### src/rtl/sng_mc_if.sv
// sng_mc_if -- handshake / data bundle for the multi-channel stochastic
// number generator.
//   master : drives start and a, observes status and results (testbench/host)
//   slave  : the generator side (sng_mc)
// Signals:
//   start     conversion request, sampled only while the generator is idle
//   a         packed channel inputs, channel k at a[k*WIDTH +: WIDTH]
//   busy      high while bits are being produced
//   bit_valid high on cycles where bit_out carries a fresh bit
//   bit_out   per-channel current stochastic bit
//   sbs       collected bitstream, channel k bit i at sbs[k*BSL+i]
//   done      one-cycle pulse once the bitstream is complete
//   ones_cnt  per-channel ones count (zero unless the counter is built in)
interface sng_mc_if #(
  parameter int N_CH  = 4,
  parameter int WIDTH = 8,
  parameter int BSL   = 255
) ();
  localparam int CW = $clog2(BSL + 1);

  logic                  start;
  logic [N_CH*WIDTH-1:0] a;
  logic                  busy;
  logic                  bit_valid;
  logic [N_CH-1:0]       bit_out;
  logic [N_CH*BSL-1:0]   sbs;
  logic                  done;
  logic [N_CH*CW-1:0]    ones_cnt;

  modport master (output start, a,
                  input  busy, bit_valid, bit_out, sbs, done, ones_cnt);
  modport slave  (input  start, a,
                  output busy, bit_valid, bit_out, sbs, done, ones_cnt);
endinterface

### src/rtl/sng_mc.sv
// sng_mc -- multi-channel stochastic number generator.
// Converts N_CH binary values into BSL-bit unipolar bitstreams by comparing
// each value against a shared random source (LFSR or van der Corput), with
// the source rotated per channel so channels stay decorrelated.
// Ports:
//   clk  rising-edge clock
//   rst  asynchronous active-low reset
//   bus  sng_mc_if.slave (start, a in; busy, bit_valid, bit_out, sbs, done,
//        ones_cnt out)
// Build option: define SNG_MC_ONES_CNT_EN to include the per-channel ones
// counters; otherwise ones_cnt is tied to zero.

// Per-channel comparator: rotates the shared random value by ROT bits and
// compares it with the latched channel value.
module sng_mc_lane #(
  parameter int WIDTH     = 8,
  parameter int ROT       = 0,
  parameter bit GT_STRICT = 1'b0
) (
  input  logic [WIDTH-1:0] a_k,
  input  logic [WIDTH-1:0] rnd,
  output logic             bit_o
);
  logic [WIDTH-1:0] r_k;

  // ROT == 0 degenerates to rnd | rnd, so no special case is needed.
  assign r_k   = (rnd << ROT) | (rnd >> ((WIDTH - ROT) % WIDTH));
  // LFSR never produces 0, so >= lets a=0 give all zeros and a=max all ones;
  // the counter source includes 0, so strict > keeps the mean at a/2^WIDTH.
  assign bit_o = GT_STRICT ? (a_k > r_k) : (a_k >= r_k);
endmodule

module sng_mc #(
  parameter int N_CH      = 4,
  parameter int WIDTH     = 8,
  parameter int BSL       = 255,
  parameter int GEN_TYPE  = 0,
  parameter int LFSR_SEED = 244
) (
  input  logic     clk,
  input  logic     rst,
  sng_mc_if.slave  bus
);
  localparam int CW    = $clog2(BSL + 1);
  localparam int CNT_W = $clog2(BSL);
  localparam int IDX_W = (CNT_W < 1) ? 1 : CNT_W;

  typedef enum logic [1:0] {IDLE, RUN, DONE} state_t;

  state_t                state, state_nxt;
  logic [IDX_W-1:0]      idx;
  logic [WIDTH-1:0]      lfsr, lfsr_nxt, rnd;
  logic [N_CH*WIDTH-1:0] a_q;
  logic [N_CH*BSL-1:0]   sbs_q;
  logic [N_CH-1:0]       bits;
  logic                  run, last, launch;

  assign run    = (state == RUN);
  assign last   = (idx == IDX_W'(BSL - 1));
  assign launch = (state == IDLE) && bus.start;

  // ---------------- FSM ----------------
  always_ff @(posedge clk or negedge rst) begin
    if (!rst) state <= IDLE;
    else      state <= state_nxt;
  end

  always_comb begin
    state_nxt = state;
    case (state)
      IDLE:    if (bus.start) state_nxt = RUN;
      RUN:     if (last)      state_nxt = DONE;
      DONE:                   state_nxt = IDLE;
      default:                state_nxt = IDLE;
    endcase
  end

  always_comb begin
    bus.busy      = run;
    bus.bit_valid = run;
    bus.done      = (state == DONE);
    bus.bit_out   = run ? bits : '0;
  end

  // ---------------- random source ----------------
  generate
    if (WIDTH == 16) begin : g_tap16
      assign lfsr_nxt = {lfsr[14:0], lfsr[15] ^ lfsr[13] ^ lfsr[12] ^ lfsr[10]};
    end else begin : g_tap8
      assign lfsr_nxt = {lfsr[6:0], lfsr[7] ^ lfsr[5] ^ lfsr[4] ^ lfsr[3]};
    end

    if (GEN_TYPE == 1) begin : g_vdc
      logic [WIDTH-1:0] idx_w;
      assign idx_w = WIDTH'(idx);
      always_comb begin
        rnd = '0;
        for (int i = 0; i < WIDTH; i++) rnd[i] = idx_w[WIDTH-1-i];
      end
    end else begin : g_lfsr
      assign rnd = lfsr;
    end
  endgenerate

  // ---------------- channel comparators ----------------
  generate
    for (genvar k = 0; k < N_CH; k++) begin : g_lane
      sng_mc_lane #(
        .WIDTH     (WIDTH),
        .ROT       (k % WIDTH),
        .GT_STRICT (GEN_TYPE == 1)
      ) u_lane (
        .a_k   (a_q[k*WIDTH +: WIDTH]),
        .rnd   (rnd),
        .bit_o (bits[k])
      );
    end
  endgenerate

  // ---------------- datapath ----------------
  always_ff @(posedge clk or negedge rst) begin
    if (!rst) begin
      idx   <= '0;
      lfsr  <= WIDTH'(LFSR_SEED);
      a_q   <= '0;
      sbs_q <= '0;
    end else if (launch) begin
      idx   <= '0;
      lfsr  <= WIDTH'(LFSR_SEED);
      a_q   <= bus.a;
      sbs_q <= '0;
    end else if (run) begin
      idx  <= idx + IDX_W'(1);
      lfsr <= lfsr_nxt;
      for (int k = 0; k < N_CH; k++) sbs_q[k*BSL + int'(idx)] <= bits[k];
    end
  end

  assign bus.sbs = sbs_q;

`ifdef SNG_MC_ONES_CNT_EN
  logic [N_CH*CW-1:0] ones_q;

  always_ff @(posedge clk or negedge rst) begin
    if (!rst) begin
      ones_q <= '0;
    end else if (launch) begin
      ones_q <= '0;
    end else if (run) begin
      for (int k = 0; k < N_CH; k++)
        if (bits[k]) ones_q[k*CW +: CW] <= ones_q[k*CW +: CW] + CW'(1);
    end
  end

  assign bus.ones_cnt = ones_q;
`else
  assign bus.ones_cnt = '0;
`endif

endmodule

### src/flat_wrapper.sv
// flat-port wrapper written by rule: the top's interface ports become plain ports
module sng_mc_flat 
#(
  parameter int N_CH      = 4,
  parameter int WIDTH     = 8,
  parameter int BSL       = 255,
  parameter int GEN_TYPE  = 0,
  parameter int LFSR_SEED = 244
)
  (clk, rst, bus_start, bus_a, bus_busy, bus_bit_valid, bus_bit_out, bus_sbs, bus_done, bus_ones_cnt);
  sng_mc_if #(.N_CH(N_CH), .WIDTH(WIDTH), .BSL(BSL)) bus_i ();
  input  logic clk;
  input  logic rst;
  input wire logic [$bits(bus_i.start)-1:0] bus_start;
  input wire logic [$bits(bus_i.a)-1:0] bus_a;
  output wire logic [$bits(bus_i.busy)-1:0] bus_busy;
  output wire logic [$bits(bus_i.bit_valid)-1:0] bus_bit_valid;
  output wire logic [$bits(bus_i.bit_out)-1:0] bus_bit_out;
  output wire logic [$bits(bus_i.sbs)-1:0] bus_sbs;
  output wire logic [$bits(bus_i.done)-1:0] bus_done;
  output wire logic [$bits(bus_i.ones_cnt)-1:0] bus_ones_cnt;
  assign bus_i.start = bus_start;
  assign bus_i.a = bus_a;
  assign bus_busy = bus_i.busy;
  assign bus_bit_valid = bus_i.bit_valid;
  assign bus_bit_out = bus_i.bit_out;
  assign bus_sbs = bus_i.sbs;
  assign bus_done = bus_i.done;
  assign bus_ones_cnt = bus_i.ones_cnt;
  sng_mc #(.N_CH(N_CH), .WIDTH(WIDTH), .BSL(BSL), .GEN_TYPE(GEN_TYPE), .LFSR_SEED(LFSR_SEED)) u_core (.clk(clk), .rst(rst), .bus(bus_i));
endmodule
### config.mk
export PLATFORM = sky130hd
export DESIGN_NAME = sng_mc_flat
export DESIGN_NICKNAME = d
export VERILOG_FILES = /design/src/rtl/sng_mc_if.sv /design/src/rtl/sng_mc.sv /design/src/flat_wrapper.sv
export SDC_FILE = /design/constraint.sdc
export NUM_CORES = 2
export LEC_CHECK = 0
export CORE_AREA = 2 2 421 423
export DETAILED_ROUTE_END_ITERATION = 12
export DIE_AREA = 0 0 423 425
export SLEW_MARGIN = 20
export SYNTH_ARGS = -nofsm -noshare
export SYNTH_HDL_FRONTEND = slang
export SYNTH_SLANG_ARGS = --single-unit
### constraint.sdc
create_clock -name clk -period 4.3 [get_ports clk]
set_input_delay 0.645 -clock clk [delete_from_list [all_inputs] [get_ports clk]]
set_output_delay 0.645 -clock clk [all_outputs]
set_load 0.1 [all_outputs]
==> metrics.md <==
| Metric | Value |
|---|---|
| Status | `complete, no violations` |
| PD cells | `356 mW/mm²` |
| Die ar. | `between 0.15 and 0.2 mm²` |
| Inserted Clock Buffers | `approximately 120` |
| Crit path largest cell delay | `around 0.7 ns` |
| Synthesized area | `0.0482 mm²` |
| # DRC | `0` |
| Reg2reg setup slack | `0.43 ns` |
| Synth cell types | `102` |
| Die H | `between 400 and 500 µm` |
| Pins Over Slew Limit | `0` |
| Worst hold slack | `0.399 ns` |
| Final worst path period need | `approximately 4.1 ns` |
| Initial detailed-routing violation count | `5221` |
| Setup bufs post-CTS | `0` |
| Core footprint | `between 0.15 and 0.2 mm²` |
| Worst path most repeated cell | `o21ai_0` |
| Post-synth EDFFs | `0` |
| Crit path max fanout | `13` |
| Hold Crit Depth | `3` |
| TritonRoute pass-1 iters | `6` |
| Initial antenna violation count | `4` |
| Syn Area/Cell | `10.0 µm²` |
| Clock Skew | `around 0.065 ns` |
| Dpl hpwl | `between 150000 and 200000 µm` |
| Endpoints failing hold | `0` |
| Critical-path top delay cell | `and3_2` |
| FF-to-FF End | `u_core.bus.sbs[353]` |
| CTS Buffer Depth | `3` |
| Actual slew at the worst max-slew pin | `1.22 ns` |
| Post-place instance area | `0.0612 mm²` |
| Gpl congestion | `just under 0.9` |
| Post-detailed-route count of antenna-violating nets | `0` |
| Top delay family on crit path | `simple AND/OR/NAND/NOR gates` |
| Avg WL per Cell | `between 30 and 40 µm` |
| Setup CP Type | `flop to primary output` |
| Final WL | `249000 µm` |
| Buf/Inv on CP | `3` |
| Hold Startpoint | `bus_a[14]` |
| Final TNS setup | `0 ns` |
| Ys Warns | `0` |
| Grt total ovfl | `0` |
| Max-slew headroom | `18.6%` |
| Initial core utilization | `27.5%` |
| Setup-failing EPs final | `0` |
| Maximum clock rate | `between 0.2 and 0.25 GHz` |
| Worst R2R Start | `u_core.idx[0]` |
| Worst Setup End Kind | `primary output` |
| Clk slew on worst S/H paths | `around 0.06 ns` |
| Crit share post-route | `between 90% and 100%` |
| Number of global-route vias before repair | `approximately 44000` |
| Sequential fraction of the synthesis area | `55.6%` |
| Flop and latch count out of synthesis | `1070` |
| Number of core rows | `between 150 and 200` |
| Clock sinks | `between 1000 and 1500` |
| Die X | `423 µm` |
| Vias/cell | `~5.7` |
| H-tree depth | `3` |
| Hold endpoint | `u_core.a_q[14]` |
| Area grow syn2layout | `35.4%` |
| Worst min-delay path class | `input port to flop` |
| Layout cells sized above 1 | `under 10%` |
| Post-layout nets | `approximately 5700` |
| Async SR Flop Fraction | `between 90% and 100%` |
| Critical Path RT | `~3.7 ns` |
| Global-route wire length before repair | `between 300000 and 400000 µm` |
| CTS tree | `done` |
| IO Count | `1094` |
| CP Launch Type | `flop` |
| Leakage Power | `roughly 0.023 µW` |
| Finished Cell Area | `between 0.06 and 0.07 mm²` |
| Syn Inst Count | `just under 5000` |
| Largest net degree at the start of global routing | `between 150 and 200` |
| Worst EP arrival | `around 3.5 ns` |
| Max cap viols | `0` |
| Clk_lat worst skew | `around 0.80 ns` |
| CP Cell Sequence | `inv_1 > ha_1 > o21a_1 > o21ai_0 > o21ai_0 > and3_2 > buf_4 > buf_12` |
| Most common flop cell mapped by yosys | `dfrtp_1` |
| R2R depth | `8` |
| VDD IR max | `0.000361 V` |
| Port Buffer Count | `approximately 1100` |
| Global router's overall resource usage | `a little over a quarter` |
| Routed vias | `46200` |
| RSZ-0062 raised after global routing | `no` |
| Root buf cell | `clkbuf_16` |
==> routing by layer <==
layer	vias to the layer above	part of all wire (%)	GRT usage [%]
met5	-	0.0052	0
met4	2	7.7	18.0
met3	570	8.7	6.47
met2	2580	46	41.9
met1	23400	38	32.4
li1	19700	-	-
==> kinds of logic after synthesis <==
kind of cell / count (synthesis) / synth area share (%)
AOI/OAI and AO/OA: 2435 / 31.2
DFF: 1070 / 55.6
and+or+nand+nor: 637 / 6.53
buffers and inverters: 598 / 5.15
adders and majority gates: 44 / 1.14
xor gates and xnor gates: 13 / 0.236
muxes: 6 / 0.127
other: 1 / 0.00778
==> worst max-delay path by stage <==
| stage | startpoint | to | slack [ns] | cells past startpoint |
|---|---|---|---|---|
| global route | u_core.lfsr[4] | bus_bit_out[1] | 0.03 | 8 |
| floorplan | u_core.lfsr[5] | bus_bit_out[1] | 0.86 | 7 |
| CTS | u_core.lfsr[2] | bus_bit_out[0] | 0.06 | 8 |
| global placement | u_core.lfsr[7] | u_core.bus.sbs[849] | 0.61 | 9 |
| finish | u_core.lfsr[2] | bus_bit_out[0] | 0.16 | 8 |
| detailed placement | u_core.lfsr[7] | u_core.bus.sbs[849] | 0.54 | 9 |
==> per-stage QoR <==
step / std cells / util [%] / worst slack [ns] / power [µW]
floorplan: 4835 / - / 0.861 / 12100
global placement: 7865 / 34.9 / 0.612 / 12800
detailed placement: 7865 / 34.9 / 0.541 / 12800
CTS: 8084 / 37.2 / 0.0608 / 23400
global route: 8085 / 37.2 / 0.0312 / 23900
finish: 8088 / 37.2 / 0.160 / 23200
==> repair_timing <==
| item | CTS | global route |
|---|---|---|
| endpoints found under the hold margin | 25 | 0 |
| resized for setup | 1 | 1 |
| endpoints found under the setup margin | 1 | 1 |
| hold buffers | 1 | 0 |
==> state kept, by name (all words and copies together), names as in the netlist <==
register / flops
u_core.a_q: 32
u_core.bus.sbs: 1020
u_core.idx: 8
u_core.lfsr: 8
u_core.state: 2
==> worst reg2reg max path, cell delays in order (launching register included) <==
cell	delay, ns
dfrtp_1	0.50
inv_1	0.25
ha_1	0.47
nor3b_2	0.46
nand3_2	0.43
o22ai_1	0.56
nand2_1	0.57
o211ai_1	0.35
o21ai_0	0.13
==> area by class of cell <==
cell class,count,area (µm²)
Antenna cell,4,10.0
Tap cell,2340,2930
Inverter,29,109
Fill cell,17500,110000
Sequential cell,1070,26800
Timing Repair Buffer,1260,12200
Multi-Input combinational cell,3167,19200
Clock inverter,47,549
Clock buffer,171,3390
==> power by group <==
part           switching (µW)  internal (µW)  leakage [µW]
Clock                    4670           5880       0.00192
Combinational            1860            432        0.0102
Sequential                118          10200        0.0112
Total                    6650          16600        0.0233
==> cell usage in the layout (no fill, tap or decap), types with 22 or more instances in the layout <==
master              n
conb_1             32
ha_1               39
a21oi_1           270
nand2_1           293
dfrtp_1          1062
buf_12             28
a32o_1             24
clkbuf_16         119
o311ai_0           67
nand3_1            78
nand4_1            25
buf_4             251
o31ai_1            39
and3_1             32
clkbuf_8           22
o21ai_1            28
nor2_1             71
o211ai_1          652
inv_1              27
clkdlybuf4s50_1   974
clkbuf_1           30
o21ai_0          1131
a311oi_1           25
a31oi_1            31
==> cells in the mapped netlist (5+ instances only) <==
cell type	instances	share of area [%]
nor3_1	12	0.12
a211oi_1	17	0.26
a221oi_1	10	0.18
or2_1	7	0.091
ha_1	44	1.1
inv_1	27	0.21
o22ai_1	11	0.14
a31oi_1	31	0.40
buf_4	46	0.72
o21ai_1	28	0.29
buf_2	34	0.35
a21oi_1	271	2.8
dfstp_2	5	0.27
o2111ai_1	5	0.091
a21boi_0	7	0.11
mux2i_1	5	0.10
nor2_1	73	0.57
nand4_1	25	0.32
o21a_1	10	0.16
or3_1	8	0.10
clkbuf_1	469	3.7
xnor2_1	11	0.20
nand2b_1	18	0.23
or2_2	5	0.065
and2_1	19	0.25
o21ai_0	1138	12
a22oi_1	10	0.16
nor4_2	5	0.13
buf_1	17	0.13
o31ai_1	40	0.62
a311oi_1	25	0.45
and3_1	33	0.43
a32o_1	24	0.50
dfrtp_1	1065	55
o31a_1	5	0.091
nand2_1	294	2.3
o221ai_1	6	0.11
nor2b_1	13	0.17
o311ai_0	67	1.2
a32oi_1	13	0.24
o211ai_1	652	10
nand3_1	78	0.81
(Power assumes the default switching activity.)
